--- config.mk ---
export PLATFORM = sky130hd
export DESIGN_NAME = vga_vram_scheduler
export DESIGN_NICKNAME = d
export VERILOG_FILES = /design/src/rtl/vga_vram_scheduler_pkg.sv /design/src/rtl/vga_vram_scheduler_line_buffer.sv /design/src/rtl/vga_vram_scheduler.sv
export SDC_FILE = /design/constraint.sdc
export NUM_CORES = 2
export LEC_CHECK = 0
export BUFFER_PORTS_ARGS = -buffer_cell sky130_fd_sc_hd__buf_2
export CAP_MARGIN = 20
export CORE_MARGIN = 2
export CORE_UTILIZATION = 45
export CTS_CLUSTER_DIAMETER = 80
export DETAILED_ROUTE_END_ITERATION = 8
export GPL_ROUTABILITY_DRIVEN = 1
export PLACE_DENSITY = 0.66
export SKIP_CTS_REPAIR_TIMING = 1
export SYNTH_ARGS = -nofsm -noshare
export SYNTH_HDL_FRONTEND = slang
export SYNTH_HIERARCHICAL = 1
export SYNTH_SLANG_ARGS = --single-unit
export TNS_END_PERCENT = 10
--- constraint.sdc ---
create_clock -name i_pix_clk -period 4.9 [get_ports i_pix_clk]
set_input_delay 0.49 -clock i_pix_clk [delete_from_list [all_inputs] [get_ports i_pix_clk]]
set_output_delay 0.49 -clock i_pix_clk [all_outputs]
set_load 0.1 [all_outputs]
--- src/rtl/vga_vram_scheduler_pkg.sv ---
// Shared video timing constants for the 800x600 display path.
// Used by the VRAM scheduler and the timing generator.
package vga_vram_scheduler_pkg;

  localparam int H_ACTIVE = 800;
  localparam int H_FP     = 40;
  localparam int H_SYNC   = 128;
  localparam int H_BP     = 88;
  localparam int H_TOTAL  = 1056;

  localparam int V_ACTIVE = 600;
  localparam int V_FP     = 1;
  localparam int V_SYNC   = 4;
  localparam int V_BP     = 23;
  localparam int V_TOTAL  = 628;

  function automatic logic [15:0] next_line(
    input logic [15:0] v
  );
    return (v == 16'(V_TOTAL - 1)) ? 16'd0 : v + 16'd1;
  endfunction

endpackage

--- src/rtl/vga_vram_scheduler_line_buffer.sv ---
// Ping-pong scanline buffer: two banks of one line each,
// one synchronous write port and one 1-cycle read port.
module vga_line_buffer #(
  parameter int DATA_W = 8,
  parameter int WORDS  = 200,
  parameter int WORD_W = 8
) (
  input  logic              i_pix_clk,
  input  logic              i_we,
  input  logic              i_wbank,
  input  logic [WORD_W-1:0] i_waddr,
  input  logic [DATA_W-1:0] i_wdata,
  input  logic              i_rbank,
  input  logic [WORD_W-1:0] i_raddr,
  output logic [DATA_W-1:0] o_rdata
);

  logic [DATA_W-1:0] r_mem [2][WORDS];
  logic [DATA_W-1:0] r_rdata;

  always_ff @(posedge i_pix_clk) begin
    if (i_we) begin
      r_mem[i_wbank][i_waddr] <= i_wdata;
    end
    r_rdata <= r_mem[i_rbank][i_raddr];
  end

  assign o_rdata = r_rdata;

endmodule

--- src/rtl/vga_vram_scheduler.sv ---
// Single-port VRAM arbiter: per-line display prefetch into a
// ping-pong buffer, host writes in idle slots, pixel streaming.
module vga_vram_scheduler
  import vga_vram_scheduler_pkg::*;
#(
  parameter int DATA_W     = 8,
  parameter int ADDR_W     = 15,
  parameter int SCALE_LOG2 = 2
) (
  input  logic              i_pix_clk,
  input  logic              i_reset,
  input  logic [15:0]       i_horz_coord,
  input  logic [15:0]       i_vert_coord,
  input  logic              i_in_active_area,
  output logic [ADDR_W-1:0] o_vram_addr,
  output logic              o_vram_re,
  output logic              o_vram_we,
  output logic [DATA_W-1:0] o_vram_wdata,
  input  logic [DATA_W-1:0] i_vram_rdata,
  input  logic              i_host_req,
  input  logic [ADDR_W-1:0] i_host_addr,
  input  logic [DATA_W-1:0] i_host_wdata,
  output logic              o_host_ack,
  output logic [DATA_W-1:0] o_pixel,
  output logic              o_pixel_valid
);

  localparam int LINE_WORDS = H_ACTIVE >> SCALE_LOG2;
  localparam int WORD_W     = $clog2(LINE_WORDS);

  typedef enum logic [1:0] {
    S_IDLE,
    S_FETCH,
    S_DRAIN
  } state_t;

  state_t r_state;
  state_t w_next;

  logic [15:0]       w_next_line;
  logic              w_trigger;
  logic [ADDR_W-1:0] w_base;
  logic              w_last;
  logic              w_vram_re;
  logic              w_grant;

  logic [WORD_W-1:0] r_word;
  logic [ADDR_W-1:0] r_base;
  logic              r_bank;
  logic              r_cap_valid;
  logic [WORD_W-1:0] r_cap_word;

  logic              r_host_we;
  logic [ADDR_W-1:0] r_host_addr;
  logic [DATA_W-1:0] r_host_wdata;

  logic              r_active_d1;
  logic [DATA_W-1:0] w_lb_rdata;
  logic [WORD_W-1:0] w_rd_word;
  logic [DATA_W-1:0] r_pixel;
  logic              r_pixel_valid;

  assign w_next_line = next_line(i_vert_coord);
  assign w_trigger   = (i_horz_coord == 16'd0) &&
                       (w_next_line < 16'(V_ACTIVE));
  assign w_base      = ADDR_W'(w_next_line >> SCALE_LOG2) *
                       ADDR_W'(LINE_WORDS);
  assign w_last      = (r_word == WORD_W'(LINE_WORDS - 1));

  always_ff @(posedge i_pix_clk) begin
    if (i_reset) begin
      r_state <= S_IDLE;
    end else begin
      r_state <= w_next;
    end
  end

  always_comb begin
    w_next = r_state;
    case (r_state)
      S_IDLE:  if (w_trigger) w_next = S_FETCH;
      S_FETCH: if (w_last) w_next = S_DRAIN;
      S_DRAIN: w_next = S_IDLE;
      default: w_next = S_IDLE;
    endcase
  end

  // Host only gets a slot when the display is not fetching,
  // and never in the cycle its previous write is on the bus.
  always_comb begin
    w_vram_re = (r_state == S_FETCH);
    w_grant   = (r_state == S_IDLE) && !w_trigger &&
                i_host_req && !r_host_we;
    if (r_host_we) begin
      o_vram_addr = r_host_addr;
    end else if (w_vram_re) begin
      o_vram_addr = r_base + ADDR_W'(r_word);
    end else begin
      o_vram_addr = '0;
    end
    o_vram_wdata = r_host_we ? r_host_wdata : '0;
  end

  assign o_vram_re  = w_vram_re;
  assign o_vram_we  = r_host_we;
  assign o_host_ack = r_host_we;

  always_ff @(posedge i_pix_clk) begin
    if (i_reset) begin
      r_word       <= '0;
      r_base       <= '0;
      r_bank       <= 1'b0;
      r_cap_valid  <= 1'b0;
      r_cap_word   <= '0;
      r_host_we    <= 1'b0;
      r_host_addr  <= '0;
      r_host_wdata <= '0;
    end else begin
      r_cap_valid <= w_vram_re;
      r_cap_word  <= r_word;
      if (r_state == S_IDLE && w_trigger) begin
        r_base <= w_base;
        r_bank <= w_next_line[0];
        r_word <= '0;
      end else if (r_state == S_FETCH) begin
        r_word <= r_word + 1'b1;
      end
      r_host_we <= w_grant;
      if (w_grant) begin
        r_host_addr  <= i_host_addr;
        r_host_wdata <= i_host_wdata;
      end
    end
  end

  assign w_rd_word = WORD_W'(i_horz_coord >> SCALE_LOG2);

  vga_line_buffer #(
    .DATA_W (DATA_W),
    .WORDS  (LINE_WORDS),
    .WORD_W (WORD_W)
  ) u_line_buffer (
    .i_pix_clk (i_pix_clk),
    .i_we      (r_cap_valid),
    .i_wbank   (r_bank),
    .i_waddr   (r_cap_word),
    .i_wdata   (i_vram_rdata),
    .i_rbank   (i_vert_coord[0]),
    .i_raddr   (w_rd_word),
    .o_rdata   (w_lb_rdata)
  );

  always_ff @(posedge i_pix_clk) begin
    if (i_reset) begin
      r_active_d1   <= 1'b0;
      r_pixel       <= '0;
      r_pixel_valid <= 1'b0;
    end else begin
      r_active_d1   <= i_in_active_area;
      r_pixel_valid <= r_active_d1;
      r_pixel       <= r_active_d1 ? w_lb_rdata : '0;
    end
  end

  assign o_pixel       = r_pixel;
  assign o_pixel_valid = r_pixel_valid;

endmodule
== After elaboration in Yosys (flattened, before gate mapping) ==
Memories as Yosys holds them, arrays and structs flattened.
Cells that the tools add are included.
Word-level totals
  input bits: 67
  register bits: 74
  memories kept: 1
  logic and storage cells: 57
  latch bits: 0
  output and inout bits: 35
  memory bits (read-only): 0
  memory bits (writable): 3200
Operators by class
  order comparisons: 4
  $add $sub $neg: 3
  equal/unequal tests: 5
  shift operators: 0
  multiply operators: 1
  reduce and logical (&&, ||, !) cells: 13
  bitwise operators: 3
  div/mod/pow operators: 0
  multiplexer cells: 14
Memory list
  u_line_buffer.r_mem: depth 2, bits a word 1600, rd ports 1, clocked after Yosys merged registers in 0, write ports 1, line vga_vram_scheduler_line_buffer.sv:18  | logic [DATA_W-1:0] r_mem [2][WORDS];
Operators with widths (count)
  1600-bit 2-to-1 mux: 1
  8-bit binary-select mux with 8-bit select: 1
  8-bit demux with 8-bit select: 1
  8-bit 2-to-1 mux: 4
  15-bit 2-to-1 mux: 2
  9-bit greater-or-equal comparator, second input constant: 2
  8-bit inverter with 9-bit output: 2
  16-bit by 1-bit adder with 16-bit output, second input constant: 1
  16-bit by 10-bit equality test with 1-bit output, second input constant: 1
  16-bit logical NOT: 1
  16-bit by 10-bit less-than comparator with 1-bit output, second input constant: 1
  16-bit 2-to-1 mux: 1
  15-bit by 8-bit adder with 15-bit output: 1
  14-bit by 5-bit multiplier with 12-bit output, second input constant: 1
  9-bit by 1-bit less-than comparator with 1-bit output, second input constant: 1
  8-bit by 1-bit adder with 8-bit output, second input constant: 1
  8-bit equality test, second input constant: 1
  1-bit logical AND: 6
  2-bit 2-to-1 mux: 2
  2-bit one-hot mux with 2 select lines: 1
  2-bit OR reduction: 2
  2-bit by 1-bit equality test with 1-bit output, second input constant: 1
  1-bit logical NOT: 2
  2-bit logical NOT: 1
  other kinds (5): 5

== Longest topological paths before layout ==
  depth in word-level cells: 8
  depth in mapped cells: 18
  depth with buffers taken out: 17

== Cells and area by module ==
The synthesis kept the hierarchy.
By module, submodules not included
  vga_line_buffer: times used 1, sequential area each 96252.3 µm², area an instance 125306.4 µm², cells an instance 5950
  vga_vram_scheduler: times used 1, sequential area each 1321.3 µm², area an instance 3832.4 µm², cells an instance 421

== Least setup slack after synthesis ==
OpenSTA, ideal clock, no wires.
  kind: reg-to-output
  from: register r_word[3]
  to: output port o_vram_addr[11]
  setup slack: 311 ps
  cell stages (with the launch flop): 10
  required time: 4410 ps
  data arrival time: 4099 ps
  buffers on the path: 0
  cell sequence: dfxtp_1 -> ha_1 -> fa_1 -> a21o_1 -> a21oi_1 -> nor2b_1 -> o21ai_0 -> nor2_1 -> xnor2_1 -> o31ai_1
Between the ends
  word-level cells in the longest chain between the ends: 3
Ends and longest elaborated chain
  start: declaration: line vga_vram_scheduler.sv:47  | logic [WORD_W-1:0] r_word;
  start signal: assignment: line vga_vram_scheduler.sv:126  | r_word <= r_word + 1'b1;
  15-bit by 8-bit adder with 15-bit output: line vga_vram_scheduler.sv:97  | o_vram_addr = r_base + ADDR_W'(r_word);
  15-bit 2-to-1 mux: line vga_vram_scheduler.sv:96  | end else if (w_vram_re) begin
  15-bit 2-to-1 mux: line vga_vram_scheduler.sv:94  | if (r_host_we) begin
  end: declaration: line vga_vram_scheduler.sv:15  | output logic [ADDR_W-1:0] o_vram_addr,
No other way between the ends.

== Worst setup path in the final report ==
  from: register r_word[3]
  to: output port o_vram_addr[13]
Same word-level chain as after synthesis.

==> impl_metrics.py <==
metrics = {
    "run_status": {
        "status": "finished clean",
    },
    "global_route": {
        "grt-busiest-layer": "met2",
        "gr-total-overflow": 0,
        "grt_pass1_vias": 66800,
        "grtUsageMet1_pct": 34.0,
        "grt_usage_pct": 24.7,
        "use_met3_pct": 5.55,
        "use_met2_pct": 37.8,
        "grt_max_degree": 165,
        "grt_pass1_wl_um": 512000,
        "antenna_found_initial": 18,
    },
    "clocking": {
        "clkTransAtPathRegs_ns": 0.06,
        "root_buffer": "clkbuf_16",
        "cts_buffers": 335,
        "numClockSinks": 3274,
        "h-tree-depth": 5,
        "cts_tree": "yes",
        "cts_max_path_buffers": 4,
        "clock_latency_ns": 0.94,
    },
    "cells_and_area": {
        "synthToLayoutAreaGrowth_pct": 13.0,
        "final_nets": 6849,
        "drive_gt1_share_pct": 23.7,
        "fillCellCount": 22100,
        "fin_area_mm2": 0.146,
    },
    "worst_setup_path": {
        "crit_type": "reg -> out",
        "cpPeakStageDelay_ns": 0.48,
        "slowest_stage": "buf_2",
        "end_kind": "output pin",
        "arrival_ns": 3.78,
        "cpLargestDelayFamily": "compound AO/OA/AOI/OAI gates",
        "cp.buffers_inverters": 1,
        "rr_worst_depth": 4,
        "cp_max_fo": 5,
        "path_cells": "ha_1 > fa_1 > a21o_1 > a21oi_1 > nor2b_1 > o21ai_0 > nor2_1 > xnor2_1 > o31ai_1 > buf_2",
        "required_ns": 4.41,
        "startpoint_type": "flip-flop",
        "worstSetupPathDepth": 10,
    },
    "sta": {
        "fin_crit_ns": 4.27,
        "hold_viol": 0,
        "fin_tns_setup_ns": 0,
        "worstMarginPinSlew_ns": 1.23,
        "slew_headroom_pct": 17.0,
        "hold_ws_ns": 0.0474,
        "max_freq_mhz": 234,
        "rsz0062_at_grt": "false",
        "fin_crit_sh_pct": 87.1,
        "skew_ns": 0.0830,
        "drv_slew": 0,
        "setup_violations": 0,
    },
    "yosys": {
        "synth.avg_cell_area_um2": 20.3,
        "post-synth-top-area-cell": "edfxtp_1",
        "synth_top_area_share_pct": 74.4,
        "ys_types": 84,
        "synth_edf_count": 3200,
        "synth_cells": 6371,
        "yosysWarnings": 6,
        "async_flop_share_pct": 0,
        "synth-seq-cells": 3274,
        "synthFlopType": "edfxtp_1",
        "netlist_area_mm2": 0.129,
        "ys_seq_area_share_pct": 75.6,
        "synth_area_leaders": "edfxtp_1, mux4_2, mux2i_1, nor2_1, dfxtp_1",
        "synth_nets": 6477,
    },
    "power_and_ir_drop": {
        "power_w": 0.0594,
        "p_leak_nw": 46.2,
        "peakVddDrop_mv": 0.307,
        "cellPowerDensity_mw_per_mm2": 407,
    },
    "route": {
        "dr_total_vias": 68500,
        "vias_per_cell": 6.35,
        "wl_um": 365000,
        "ant_nets": 0,
        "drc": 0,
        "drtIter0Drc": 10100,
        "wl_per_cell_um": 33.8,
        "dr.pass1.iters": 6,
    },
    "place": {
        "io_buffers": 101,
        "hpwl_um": 228000,
        "gp_congestion": 0.909,
        "placed_cell_area_mm2": 0.135,
    },
    "worst_hold_path": {
        "holdPathStages": 1,
        "hold_class": "in -> reg",
    },
    "die": {
        "core_mm2": 0.285,
        "num_rows": 196,
        "initial_core_util_pct": 45.3,
        "die_y_um": 540,
        "num_io_pins": 102,
        "die_area_mm2": 0.291,
        "die-width_um": 540,
    },
    "run": {
        "maxCapViolations": 0,
    },
}
-- cells by family (layout without fill, tap and decap cells) --
logic type      Yosys count  count (layout)  synth area share (%)
compound gates          578             578                  3.28
simple gates            993             993                  3.41
xor+xnor                 35              35                 0.237
mux                    1030            1030                  15.0
other cells               0              12                     0
fa+ha+maj                39              39                 0.419
buf+inv                 422            1061                  2.13
flops                  3274            3274                  75.6
-- layout make-up --
type | count | area, µm² | share of cell area, %
Clock inverter | 186 | 1950 | 1.33
Multi-Input combinational cell | 2675 | 28900 | 19.8
Clock buffer | 418 | 8950 | 6.13
Timing Repair Buffer | 424 | 3680 | 2.52
Sequential cell | 3274 | 97600 | 66.8
Antenna cell | 12 | 30.0 | 0.0206
Tap cell | 3762 | 4710 | 3.22
Inverter | 33 | 131 | 0.0900
-- flip-flops by register name (all words and copies together) (netlist names), 2 cells and up --
signal and count:
o_pixel 8, r_base 12, r_cap_word 8, r_host_addr 15
r_host_wdata 8, r_state 2, r_word 8, u_line_buffer/o_rdata 8
u_line_buffer/r_mem 3200
-- metal layers --
layer,part of all wire [%],up-vias
met5,0.025,-
met2,47,4332
met4,4.7,14
met1,38,36300
li1,-,27100
met3,11,727
-- report_power, final --
group / switching (W) / internal, W / leakage, nW / total, W
Clock: 0.0107 / 0.0148 / 5.29 / 0.0255
Sequential: 0.0000225 / 0.0307 / 29.4 / 0.0308
Combinational: 0.00211 / 0.00108 / 11.5 / 0.00319
-- per-stage QoR --
stage          util (%)  setup slack [ns]  std cells
2_1_floorplan         -             0.311       6371
3_3_place_gp       47.2             0.219      10100
3_5_place_dp       47.3             0.287      10100
4_1_cts            51.1             0.596      10700
5_1_grt            51.2             0.429      10800
6_report           51.2             0.630      10800
-- worst reg2reg max path: stages (launching register included) --
cell and delay, ns:
dfxtp_1 0.67, nor2b_1 0.63, nand3_2 0.76, buf_4 0.54
nor2_1 0.83
-- synthesized netlist by cell type, types with 9 or more instances --
master,n
buf_1,12
nor4_1,21
o21ai_1,17
nand4_1,22
mux2_2,24
clkbuf_1,162
o31ai_1,11
xor2_1,13
buf_4,34
nor2_1,508
a221oi_1,57
a22oi_1,101
mux4_2,707
a21o_1,9
and2_1,26
o211ai_1,14
buf_12,29
a221o_1,20
a311oi_1,12
a31oi_1,26
o21ai_0,58
dfxtp_1,74
nor2b_1,45
mux2i_1,290
a21oi_1,77
buf_8,9
xnor2_1,22
edfxtp_1,3200
buf_6,45
a211oi_1,25
nand2b_1,23
a221oi_2,9
o22ai_1,46
ha_1,32
inv_1,29
a22o_1,20
nand3_1,60
and3_1,11
nand2_1,186
nor3_1,49
a2111oi_0,13
mux4_1,9
buf_2,97
-- layout by cell type, fill, tap and decap left out, drive strengths merged, types with 12 or more instances in the layout --
| master | instances |
|---|---|
| edfxtp | 3200 |
| mux4 | 716 |
| nor2 | 509 |
| clkbuf | 418 |
| buf | 400 |
| mux2i | 290 |
| nand2 | 186 |
| clkinv | 129 |
| a22oi | 101 |
| a21oi | 77 |
| o21ai | 76 |
| dfxtp | 74 |
| a221oi | 66 |
| nand3 | 60 |
| nor3 | 50 |
| o22ai | 46 |
| nor2b | 45 |
| inv | 43 |
| bufinv | 34 |
| ha | 32 |
| and2 | 30 |
| a211oi | 29 |
| a31oi | 26 |
| dlygate4sd3 | 24 |
| mux2 | 24 |
| nand2b | 23 |
| xnor2 | 22 |
| nand4 | 22 |
| nor4 | 22 |
| a22o | 20 |
| a221o | 20 |
| a2111oi | 15 |
| o211ai | 14 |
| xor2 | 13 |
| clkinvlp | 13 |
| diode | 12 |
| a311oi | 12 |
-- worst paths after layout --
kind | to | slack, ns | startpoint
setup / recovery | o_vram_addr[13] | 0.63 | r_word[3]
hold / removal | u_line_buffer/r_mem[0][1077] | 0.05 | i_vram_rdata[5]
setup reg to reg | u_line_buffer/r_mem[1][1405] | 1.07 | r_cap_word[3]
hold reg to reg | r_host_addr[1] | 0.50 | r_host_addr[1]
(Power assumes the default switching activity.)
